$ cat config.mk
export PLATFORM = sky130hd
export DESIGN_NAME = div_radix
export DESIGN_NICKNAME = d
export VERILOG_FILES = /design/src/rtl/div_radix.sv
export SDC_FILE = /design/constraint.sdc
export NUM_CORES = 1
export LEC_CHECK = 0
export ABC_AREA = 1
export CAP_MARGIN = 20
export CORE_AREA = 4 4 231 233
export CTS_BUF_LIST = sky130_fd_sc_hd__clkbuf_16
export DETAILED_ROUTE_END_ITERATION = 8
export DIE_AREA = 0 0 235 237
export HOLD_SLACK_MARGIN = 0.02
export SYNTH_ARGS = -nofsm -noshare
export SYNTH_HDL_FRONTEND = slang
export SYNTH_SLANG_ARGS = --single-unit
export TNS_END_PERCENT = 50
$ cat constraint.sdc
create_clock -name clk -period 4.3 [get_ports clk]
set_input_delay 0.86 -clock clk [delete_from_list [all_inputs] [get_ports clk]]
set_output_delay 0.86 -clock clk [all_outputs]
set_load 0.005 [all_outputs]
$ cat src/rtl/div_radix.sv
// Iterative RV32M-style divider (DIV/DIVU/REM/REMU).
// Uses restoring division with BITS_PER_CYCLE steps per cycle, and has an early-out for divide-by-zero and signed overflow.
module div_radix #(
  parameter int XLEN           = 32,
  parameter int BITS_PER_CYCLE = 1,
  parameter int RADDR_W        = 5
) (
  input  logic               clk,
  input  logic               rst,
  input  logic [XLEN-1:0]    dividend_i,
  input  logic [XLEN-1:0]    divisor_i,
  input  logic               start_i,
  input  logic [2:0]         op_i,
  input  logic [RADDR_W-1:0] reg_waddr_i,
  input  logic               flush_i,
  output logic [XLEN-1:0]    result_o,
  output logic               ready_o,
  output logic               busy_o,
  output logic [RADDR_W-1:0] reg_waddr_o
);

  localparam int NCYC = XLEN / BITS_PER_CYCLE;
  localparam int CW   = $clog2(NCYC + 1);

  localparam logic [2:0] S_IDLE    = 3'd0;
  localparam logic [2:0] S_PREP    = 3'd1;
  localparam logic [2:0] S_CALC    = 3'd2;
  localparam logic [2:0] S_DONE    = 3'd3;
  localparam logic [2:0] S_RELEASE = 3'd4;

  logic [2:0]         r_state;
  logic [XLEN-1:0]    r_a;
  logic [XLEN-1:0]    r_b;
  logic               r_uns;
  logic               r_rem_op;
  logic [RADDR_W-1:0] r_waddr;
  logic [XLEN:0]      r_rem;
  logic [XLEN-1:0]    r_quo;
  logic [XLEN-1:0]    r_dvs;
  logic [CW-1:0]      r_cnt;
  logic               r_neg_q;
  logic               r_neg_r;
  logic [XLEN-1:0]    r_result;

  // op_i[2] only marks the M-extension divide group and carries no information here
  logic w_unused_op;
  assign w_unused_op = op_i[2];

  logic [XLEN-1:0] w_abs_a;
  logic [XLEN-1:0] w_abs_b;
  logic            w_div_zero;
  logic            w_ovf;
  logic [XLEN-1:0] w_special;

  assign w_abs_a    = (!r_uns && r_a[XLEN-1]) ? (~r_a + 1'b1) : r_a;
  assign w_abs_b    = (!r_uns && r_b[XLEN-1]) ? (~r_b + 1'b1) : r_b;
  assign w_div_zero = (r_b == '0);
  assign w_ovf      = !r_uns && (r_a == {1'b1, {(XLEN-1){1'b0}}}) && (r_b == '1);
  assign w_special  = r_rem_op ? (w_div_zero ? r_a : '0)
                               : (w_div_zero ? '1  : r_a);

  // Chain of restoring steps: quotient register shifts the dividend out and the quotient bits in
  logic [XLEN:0]   w_rem_c [0:BITS_PER_CYCLE];
  logic [XLEN-1:0] w_quo_c [0:BITS_PER_CYCLE];

  assign w_rem_c[0] = r_rem;
  assign w_quo_c[0] = r_quo;

  generate
    for (genvar gi = 0; gi < BITS_PER_CYCLE; gi++) begin : g_step
      logic [XLEN:0] w_sh;
      logic [XLEN:0] w_diff;
      assign w_sh   = {w_rem_c[gi][XLEN-1:0], w_quo_c[gi][XLEN-1]};
      assign w_diff = w_sh - {1'b0, r_dvs};
      assign w_rem_c[gi+1] = w_diff[XLEN] ? w_sh : w_diff;
      assign w_quo_c[gi+1] = {w_quo_c[gi][XLEN-2:0], ~w_diff[XLEN]};
    end
  endgenerate

  logic [XLEN-1:0] w_q_mag;
  logic [XLEN-1:0] w_r_mag;
  logic [XLEN-1:0] w_q_fin;
  logic [XLEN-1:0] w_r_fin;

  assign w_q_mag = w_quo_c[BITS_PER_CYCLE];
  assign w_r_mag = w_rem_c[BITS_PER_CYCLE][XLEN-1:0];
  assign w_q_fin = r_neg_q ? (~w_q_mag + 1'b1) : w_q_mag;
  assign w_r_fin = r_neg_r ? (~w_r_mag + 1'b1) : w_r_mag;

  always_ff @(posedge clk) begin
    if (rst) begin
      r_state  <= S_IDLE;
      r_a      <= '0;
      r_b      <= '0;
      r_uns    <= 1'b0;
      r_rem_op <= 1'b0;
      r_waddr  <= '0;
      r_rem    <= '0;
      r_quo    <= '0;
      r_dvs    <= '0;
      r_cnt    <= '0;
      r_neg_q  <= 1'b0;
      r_neg_r  <= 1'b0;
      r_result <= '0;
    end else if (flush_i && (r_state != S_IDLE)) begin
      r_state <= S_IDLE;
    end else begin
      case (r_state)
        S_IDLE: begin
          if (start_i && !flush_i) begin
            r_a      <= dividend_i;
            r_b      <= divisor_i;
            r_uns    <= op_i[0];
            r_rem_op <= op_i[1];
            r_waddr  <= reg_waddr_i;
            r_state  <= S_PREP;
          end
        end
        S_PREP: begin
          if (w_div_zero || w_ovf) begin
            r_result <= w_special;
            r_state  <= S_DONE;
          end else begin
            r_rem   <= '0;
            r_quo   <= w_abs_a;
            r_dvs   <= w_abs_b;
            r_cnt   <= '0;
            r_neg_q <= !r_uns && (r_a[XLEN-1] ^ r_b[XLEN-1]);
            r_neg_r <= !r_uns && r_a[XLEN-1];
            r_state <= S_CALC;
          end
        end
        S_CALC: begin
          r_rem <= w_rem_c[BITS_PER_CYCLE];
          r_quo <= w_quo_c[BITS_PER_CYCLE];
          r_cnt <= r_cnt + 1'b1;
          if (r_cnt == CW'(NCYC - 1)) begin
            r_result <= r_rem_op ? w_r_fin : w_q_fin;
            r_state  <= S_DONE;
          end
        end
        S_DONE: begin
          r_state <= S_RELEASE;
        end
        S_RELEASE: begin
          if (!start_i) begin
            r_state <= S_IDLE;
          end
        end
        default: begin
          r_state <= S_IDLE;
        end
      endcase
    end
  end

  assign ready_o     = (r_state == S_DONE);
  assign busy_o      = (r_state == S_CALC);
  assign result_o    = ready_o ? r_result : '0;
  assign reg_waddr_o = ready_o ? r_waddr : '0;

endmodule
# Yosys cells after proc, flatten, opt, wreduce, memory -nomap -nowiden
# Index checks and enable logic that the tools add are counted.
# word_totals
ff_bits,210
inputBits,76
elab_cells,84
# classes
addsub,6
eq_ne,12
muxes,25
n_bitwise,8
n_reduce_logical,20
# op_table
cell,count
32-bit 2-to-1 mux,14
32-bit one-hot mux with 2 select lines,3
"32-bit by 1-bit adder with 32-bit output, second input constant",4
32-bit NOT,4
"32-bit == test, second input constant",2
33-bit by 32-bit subtractor with 33-bit output,1
32-bit logical NOT,1
3-bit one-hot mux with 5 select lines,1
6-bit one-hot mux with 2 select lines,1
3-bit AND reduction,4
3-bit 2-to-1 mux,3
"2-bit != test, second input constant",4
1-bit logical AND,7
"6-bit by 1-bit adder with 6-bit output, second input constant",1
"3-bit by 2-bit == test with 1-bit output, second input constant",2
"6-bit by 5-bit == test with 1-bit output, second input constant",1
6-bit 2-to-1 mux,1
5-bit 2-to-1 mux,1
4-bit AND reduction,1
"3-bit by 1-bit == test with 1-bit output, second input constant",1
"3-bit == test, second input constant",1
3-bit logical NOT,1
1-bit NOT,3
3-bit nonzero test,1
other kinds (7),8

# Longest topological paths before layout
# Gate-level depths: netlist of the first run.
# depth
word_depth,8
mapped_depth,32
depth_no_buf,30

# Worst setup path after synthesis of the first run
# Ideal clock, no wire load.
# synth_timing
path_type,register -> register
start,register r_quo[31]
end,register r_result[28]
arrival_time_ns,3.878
t_required_ns,4.230
slack_ns,0.352
path_stages_with_launch,31
synth_period_minus_slack_ns,3.948
path_cell_list,dfxtp_1 inv_1 ha_1 inv_1 fa_1 nand2_1 nand2_1 nand3b_1 nand2_1 nand2_1 nand2_1 nand2_4 nand3_2 nand2_4 buf_6 buf_4 ha_1 inv_1 nor3_1 nand2_1 nor3_1 nand2_1 nor2_1 nand2_1 o31ai_1 o21ai_0 a21oi_1 nor2_1 nand2_1 nand2_1 a21oi_1
# synth_between
elab_chain_len,8
# synth_rtl
element,line_no,source
"start, declared",38,logic [XLEN-1:0] r_quo;
"start signal, assigned",125,r_quo <= w_abs_a;
"start signal, assigned",135,r_quo <= w_quo_c[BITS_PER_CYCLE];
33-bit by 32-bit subtractor with 33-bit output,74,"assign w_diff = w_sh - {1'b0, r_dvs};"
32-bit 2-to-1 mux or 1-bit NOT (tied branches),"75, 76",
"32-bit NOT, on equally long branches","88, 87",
"32-bit by 1-bit adder with 32-bit output, on equally long branches","88, 87",
"32-bit 2-to-1 mux, on equally long branches","88, 87",
32-bit 2-to-1 mux *,138,r_result <= r_rem_op ? w_r_fin : w_q_fin;
32-bit 2-to-1 mux *,137,if (r_cnt == CW'(NCYC - 1)) begin
32-bit one-hot mux with 2 select lines *,108,case (r_state)
"end signal, assigned",121,r_result <= w_special;
"end signal, assigned",138,
"end, declared",43,logic [XLEN-1:0] r_result;
# Mark *: on every way between the ends. The rest lies on a longest branch, timed or not. The select of a mux whose other input is x is not followed.
# A chain may end at the register's enable or synchronous reset.

# Final worst setup path of the first run
# Same ends and word-level chain as after synthesis.

==> results of run 1 <==
state kept, by name, indices dropped and copies added (netlist names), 3 cells and up:
name / count
r_waddr: 5
r_b: 32
r_state: 3
r_dvs: 32
r_a: 32
r_cnt: 6
r_rem: 32
r_result: 32
r_quo: 32
critical path: cells and delay by family (launching register included):
kind            cells  cell delay (ns)
simple gates       21             2.26
fa+ha+maj           3             0.78
buf+inv             3             0.37
flops               1             0.31
compound gates      1             0.06
routing by layer:
layer  vias to the layer above  GRT usage, %
li1                       8487             -
met1                      7360          25.0
met2                       497          28.4
met3                        72          2.14
met4                         0          6.02
met5                         -             0
synthesized netlist by cell type (8+ instances only):
master and instances:
a21oi_1 252, a31oi_1 29, buf_1 9, buf_2 11
clkbuf_1 88, dfxtp_1 210, ha_1 38, inv_1 357
nand2_1 678, nand2_2 14, nand3_1 158, nand4_1 29
nor2_1 256, nor2_2 10, nor3_1 38, nor4_1 10
o21ai_0 230, o21ai_1 17, or2_2 8, xnor2_1 20
xor2_1 47
worst min-delay path by stage:
stage	cells past startpoint	slack, ns	endpoint	from
4_1_cts	2	0.45	r_waddr[4]	r_waddr[4]
3_5_place_dp	2	0.44	r_waddr[4]	r_waddr[4]
2_1_floorplan	2	0.43	r_result[1]	r_result[1]
6_report	2	0.45	r_waddr[4]	r_waddr[4]
5_1_grt	2	0.47	r_waddr[4]	r_waddr[4]
3_3_place_gp	2	0.44	r_waddr[0]	r_waddr[0]
metrics by stage:
stage / std cells / util [%]
2_1_floorplan: 2586 / -
3_3_place_gp: 3320 / 33.6
3_5_place_dp: 3320 / 33.6
4_1_cts: 3364 / 35.1
5_1_grt: 3364 / 35.2
6_report: 3364 / 35.2
kinds of logic after synthesis:
| kind of cell | after synthesis | share of synthesized area (%) |
|---|---|---|
| compound gates | 566 | 19.5 |
| xor+xnor | 67 | 3.84 |
| fa+ha+maj | 40 | 3.31 |
| buf+inv | 481 | 12.2 |
| flops | 210 | 27.5 |
| simple gates | 1222 | 33.7 |
final cells by class:
| type | count | area (sq um) | share of cell area, % |
|---|---|---|---|
| Timing Repair Buffer | 169 | 1580 | 8.76 |
| Tap cell | 680 | 851 | 4.72 |
| Inverter | 366 | 1380 | 7.64 |
| Sequential cell | 210 | 4210 | 23.3 |
| Multi-Input combinational cell | 1895 | 9260 | 51.4 |
| Clock buffer | 25 | 626 | 3.47 |
| Clock inverter | 19 | 118 | 0.653 |
==> flow_summary.yaml, run 1 <==
critical_path:
  r2r_cells: 28
  crit_required_ns: 4.68
  arrival_ns: 4.34
  slowest_delay_ns: 0.40
  crit_type: "flop to flop"
  crit_path_top_delay_cell: "fa_1"
  rr_startpoint: "r_quo[31]"
  reg2reg_setup_slack_ns: 0.34
  reg2reg_to: "r_result[28]"
  crit_fanout: 30
  cp-endpoint: "r_result[28]"
  critPathLaunch: "r_quo[31]"
  cp-end-kind: "flop"
  crit_top_cell: "nand2_1"
  critPathLaunchType: "flop"
clock_network:
  clk_pin_slew_ns: 0.06
  cts_tree: "done"
  h-tree-depth: 1
  post_cts_resized: 0
  cts_made_buffers: 25
  cts.sinks: 210
  clk-insertion-delay-late_ns: 0.54
  clock_tree.buffer_depth: 3
  postCtsSetupRepairBufs: 0
  ctsHoldBuffers: 0
  clockRootBuffer: "clkbuf_16"
floorplanning:
  die_y_microns: 237
  io_pins: 115
  die_x_microns: 235
  coreArea_sq_um: 51200
  dieArea_sq_um: 55700
  start_util_pct: 29.8
  fp-row-count: 83
sta:
  rsz0062_at_grt: "yes"
  postLayoutSetupSlackWorst_ns: 0.337
  fin_crit_ns: 3.96
  finalHoldWorstSlack_ns: 0.450
  slew_headroom_pct: 36.7
  fin_tns_setup_ns: 0
  hold_viol_final: 0
  tightest_slew_ns: 0.950
  fin_crit_sh_pct: 92.2
  skew_ns: 0.00869
  setup_viol: 0
  drv_slew: 0
  fmax_ghz: 0.252
synth:
  yosys_warnings: 0
  yosysSeqAreaShare_pct: 27.5
  synth.area.top_cells: "dfxtp_1 (28%), nand2_1 (17%), inv_1 (8.8%), a21oi_1 (8.3%), o21ai_0 (7.5%)"
  synthCells: 2586
  synth_top_area_share_pct: 27.5
  yosys.cell_types.count: 51
  synth_fp_nets: 2701
  synth_seq_cells: 210
  netlist_area_sq_um: 15300
  ys.flop_type: "dfxtp_1"
  synth.avg_cell_area_sq_um: 5.90
  synth_top_cell_by_area: "dfxtp_1"
  synth-edff-count: 0
  async_flop_share_pct: 0
layout:
  nNetsFinal: 2782
  layout_common_cells: "nand2_1 (677), inv_1 (358), nor2_1 (253)"
  drive_gt1_share_pct: 5.89
  finalInstanceArea_sq_um: 18000
  mostFrequentLayoutCell: "nand2_1"
  area_delta_synth_final_pct: 18.0
  fill_cells: 5682
  n_antenna_cell: 0
global_routing:
  grt_pass1_vias: 14800
  grt_max_degree: 98
  grt_antenna_before_repair: 0
  grt_pass1_wl_microns: 81400
  overflow: 0
  grt_usage_pct: 17.8
route:
  met3_length_microns: 3020
  firstDrtPassIters: 6
  top_layer: "met4"
  wire_per_inst_microns: 15.4
  ant_nets: 0
  drt-met1-wl_microns: 24400
  routed-wl-met2_microns: 22700
  vias: 16400
  drc: 0
  viasPerCell: 4.88
  wl_microns: 51800
  drt_iter0_markers: 1357
placement:
  port_buffers: 113
  dpl-instance-area_sq_um: 17200
  pre_cts_ws_ns: 0.0688
  hpwlAfterDp_microns: 39600
  gp_congestion: 0.929
hold_path:
  hold_path_class: "flop to flop"
flow_run:
  drv_cap: 0
outcome:
  outcome: "completed"
Power of run 1 is left out: the tool's default activity adds up to more than one toggle a clock period on the data nets, which glitch-free logic cannot reach.
==> inputs of run 2 (changes only) <==
Settings changed: CTS_BUF_LIST sky130_fd_sc_hd__clkbuf_16 to sky130_fd_sc_hd__clkbuf_8 sky130_fd_sc_hd__clkbuf_16, TNS_END_PERCENT 50 to unset.
==> run 2 against run 1 <==
  * Worst setup slack better by 0.0082 ns
  * Core utilization is 0.16 points higher
  * First-iteration DRC count is 1.9% higher
  * Register-to-register slack hardly changed
  * Worst hold slack hardly changed
  * Sequential share of layout area is 0.10 points lower
  * Global-route usage hardly changed
  * Final area is 0.44% higher
  * Via count hardly changed
  * Clock skew hardly changed
  * Highest routed layer unchanged
==> flow_summary.yaml, run 2 (same netlist as run 1, synthesis figures left out) <==
outcome:
  outcome: "completed"
route:
  wire_per_inst_microns: 15.4
  vias: 16400
  viasPerCell: 4.88
  drc: 0
  wl_microns: 51900
  firstDrtPassIters: 6
  ant_nets: 0
  drt_iter0_markers: 1383
sta:
  setup_viol: 0
  rsz0062_at_grt: "yes"
  fin_crit_sh_pct: 92.0
  tightest_slew_ns: 0.936
  fmax_ghz: 0.253
  slew_headroom_pct: 37.6
  skew_ns: 0.00876
  hold_viol_final: 0
  fin_crit_ns: 3.96
  drv_slew: 0
global_routing:
  grt_usage_pct: 17.8
  top_usage_layer: "met2"
  met1_usage_pct: 25.0
  use_met2_pct: 28.5
  grtUsageMet3_pct: 2.11
  grt_max_degree: 98
  overflow: 0
  grt_pass1_wl_microns: 81400
  grt_antenna_before_repair: 0
  grt_pass1_vias: 14800
critical_path:
  crit_type: "flop to flop"
  slowest_delay_ns: 0.40
  cp-end-kind: "flop"
  critPathLaunchType: "flop"
  path_buf_inv: 3
  crit_fanout: 30
  crit_family: "simple AND/OR/NAND/NOR gates"
  reg2reg_setup_slack_ns: 0.34
  crit_required_ns: 4.72
  rr_startpoint: "r_quo[31]"
  reg2reg_to: "r_result[24]"
  arrival_ns: 4.37
  r2r_cells: 28
  crit_top_cell: "nand2_1"
  crit_path_top_delay_cell: "fa_1"
hold_path:
  whs_path_depth: 2
  min-delay-start: "r_waddr[4]"
  hold_path_end: "r_waddr[4]"
  hold_path_class: "flop to flop"
clock_network:
  clock_tree.buffer_depth: 3
  clk_pin_slew_ns: 0.06
  cts.sinks: 210
  clk-insertion-delay-late_ns: 0.54
  h-tree-depth: 1
  clockRootBuffer: "clkbuf_16"
  cts_made_buffers: 25
  cts_tree: "done"
layout:
  nNetsFinal: 2782
  area_delta_synth_final_pct: 18.5
  drive_gt1_share_pct: 6.18
  layout_common_cells: "nand2_1 (677), inv_1 (358), nor2_1 (253)"
  finalInstanceArea_sq_um: 18100
  mostFrequentLayoutCell: "nand2_1"
  n_antenna_cell: 0
floorplanning:
  die_y_microns: 237
  start_util_pct: 29.8
  coreArea_sq_um: 51200
  io_pins: 115
  die_x_microns: 235
  dieArea_sq_um: 55700
  fp-row-count: 83
placement:
  port_buffers: 113
  gp_congestion: 0.929
  hpwlAfterDp_microns: 39600
  dpl-instance-area_sq_um: 17200
flow_run:
  drv_cap: 0
[run 2: through the flow]
| step | setup TNS, ns | worst slack, ns | hold WS (ns) | utilization (%) | std cells |
|---|---|---|---|---|---|
| finish | 0 | 0.345 | 0.450 | 35.3 | 3364 |
| global route | -0.0489 | -0.0327 | 0.471 | 35.3 | 3364 |
| CTS | 0 | 0.0385 | 0.454 | 35.3 | 3364 |
| detailed placement | 0 | 0.0688 | 0.444 | 33.6 | 3320 |
| global placement | 0 | 0.0775 | 0.443 | 33.6 | 3320 |
| floorplan | 0 | 0.352 | 0.430 | - | 2586 |
[run 2: cell type report]
class                           instances  area (sq um)
Clock buffer                           33           736
Tap cell                              680           851
Multi-Input combinational cell       1895          9260
Timing Repair Buffer                  169          1580
Sequential cell                       210          4210
Fill cell                            5670         33100
Clock inverter                         11          87.6
Inverter                              366          1380
[run 2: timing repair]
item,4_1_cts,5_1_grt
buffers inserted,0,0
hold buffers,0,0
endpoints found under the setup margin,0,13
gates resized for setup,0,12
[run 2: worst reg2reg max path, delay by kind of cell, from the launching register on]
family | cells | cell delay, ns
buffers and inverters | 3 | 0.38
AND/OR/NAND/NOR | 21 | 2.32
flip-flops | 1 | 0.31
AO/OA/AOI/OAI | 1 | 0.05
adder cells (fa/ha/maj) | 3 | 0.79
[run 2: worst max-delay path by stage]
stage | from | to | slack, ns | cells after the start
floorplan | r_quo[31] | r_result[28] | 0.35 | 30
global placement | r_quo[31] | r_result[26] | 0.08 | 28
detailed placement | r_quo[31] | r_result[26] | 0.07 | 28
CTS | r_quo[31] | r_result[26] | 0.04 | 28
global route | r_quo[31] | r_result[26] | -0.03 | 28
finish | r_quo[31] | r_result[24] | 0.34 | 28
[run 2: per-layer routing]
layer	vias up	part of all wire, %	wire length (microns)
met2	471	44	22700
li1	8503	-	-
met4	0	3.4	1750
met3	73	5.6	2910
met1	7378	47	24500
met5	-	0	0
Power of run 2 is left out for the same reason.
==> inputs of run 3 (changes only) <==
Settings changed: GPL_TIMING_DRIVEN set to 1.
==> results of run 3 <==
No change in the layout: final DEF, timing and power equal those of run 2.
Power of run 3 is left out for the same reason.
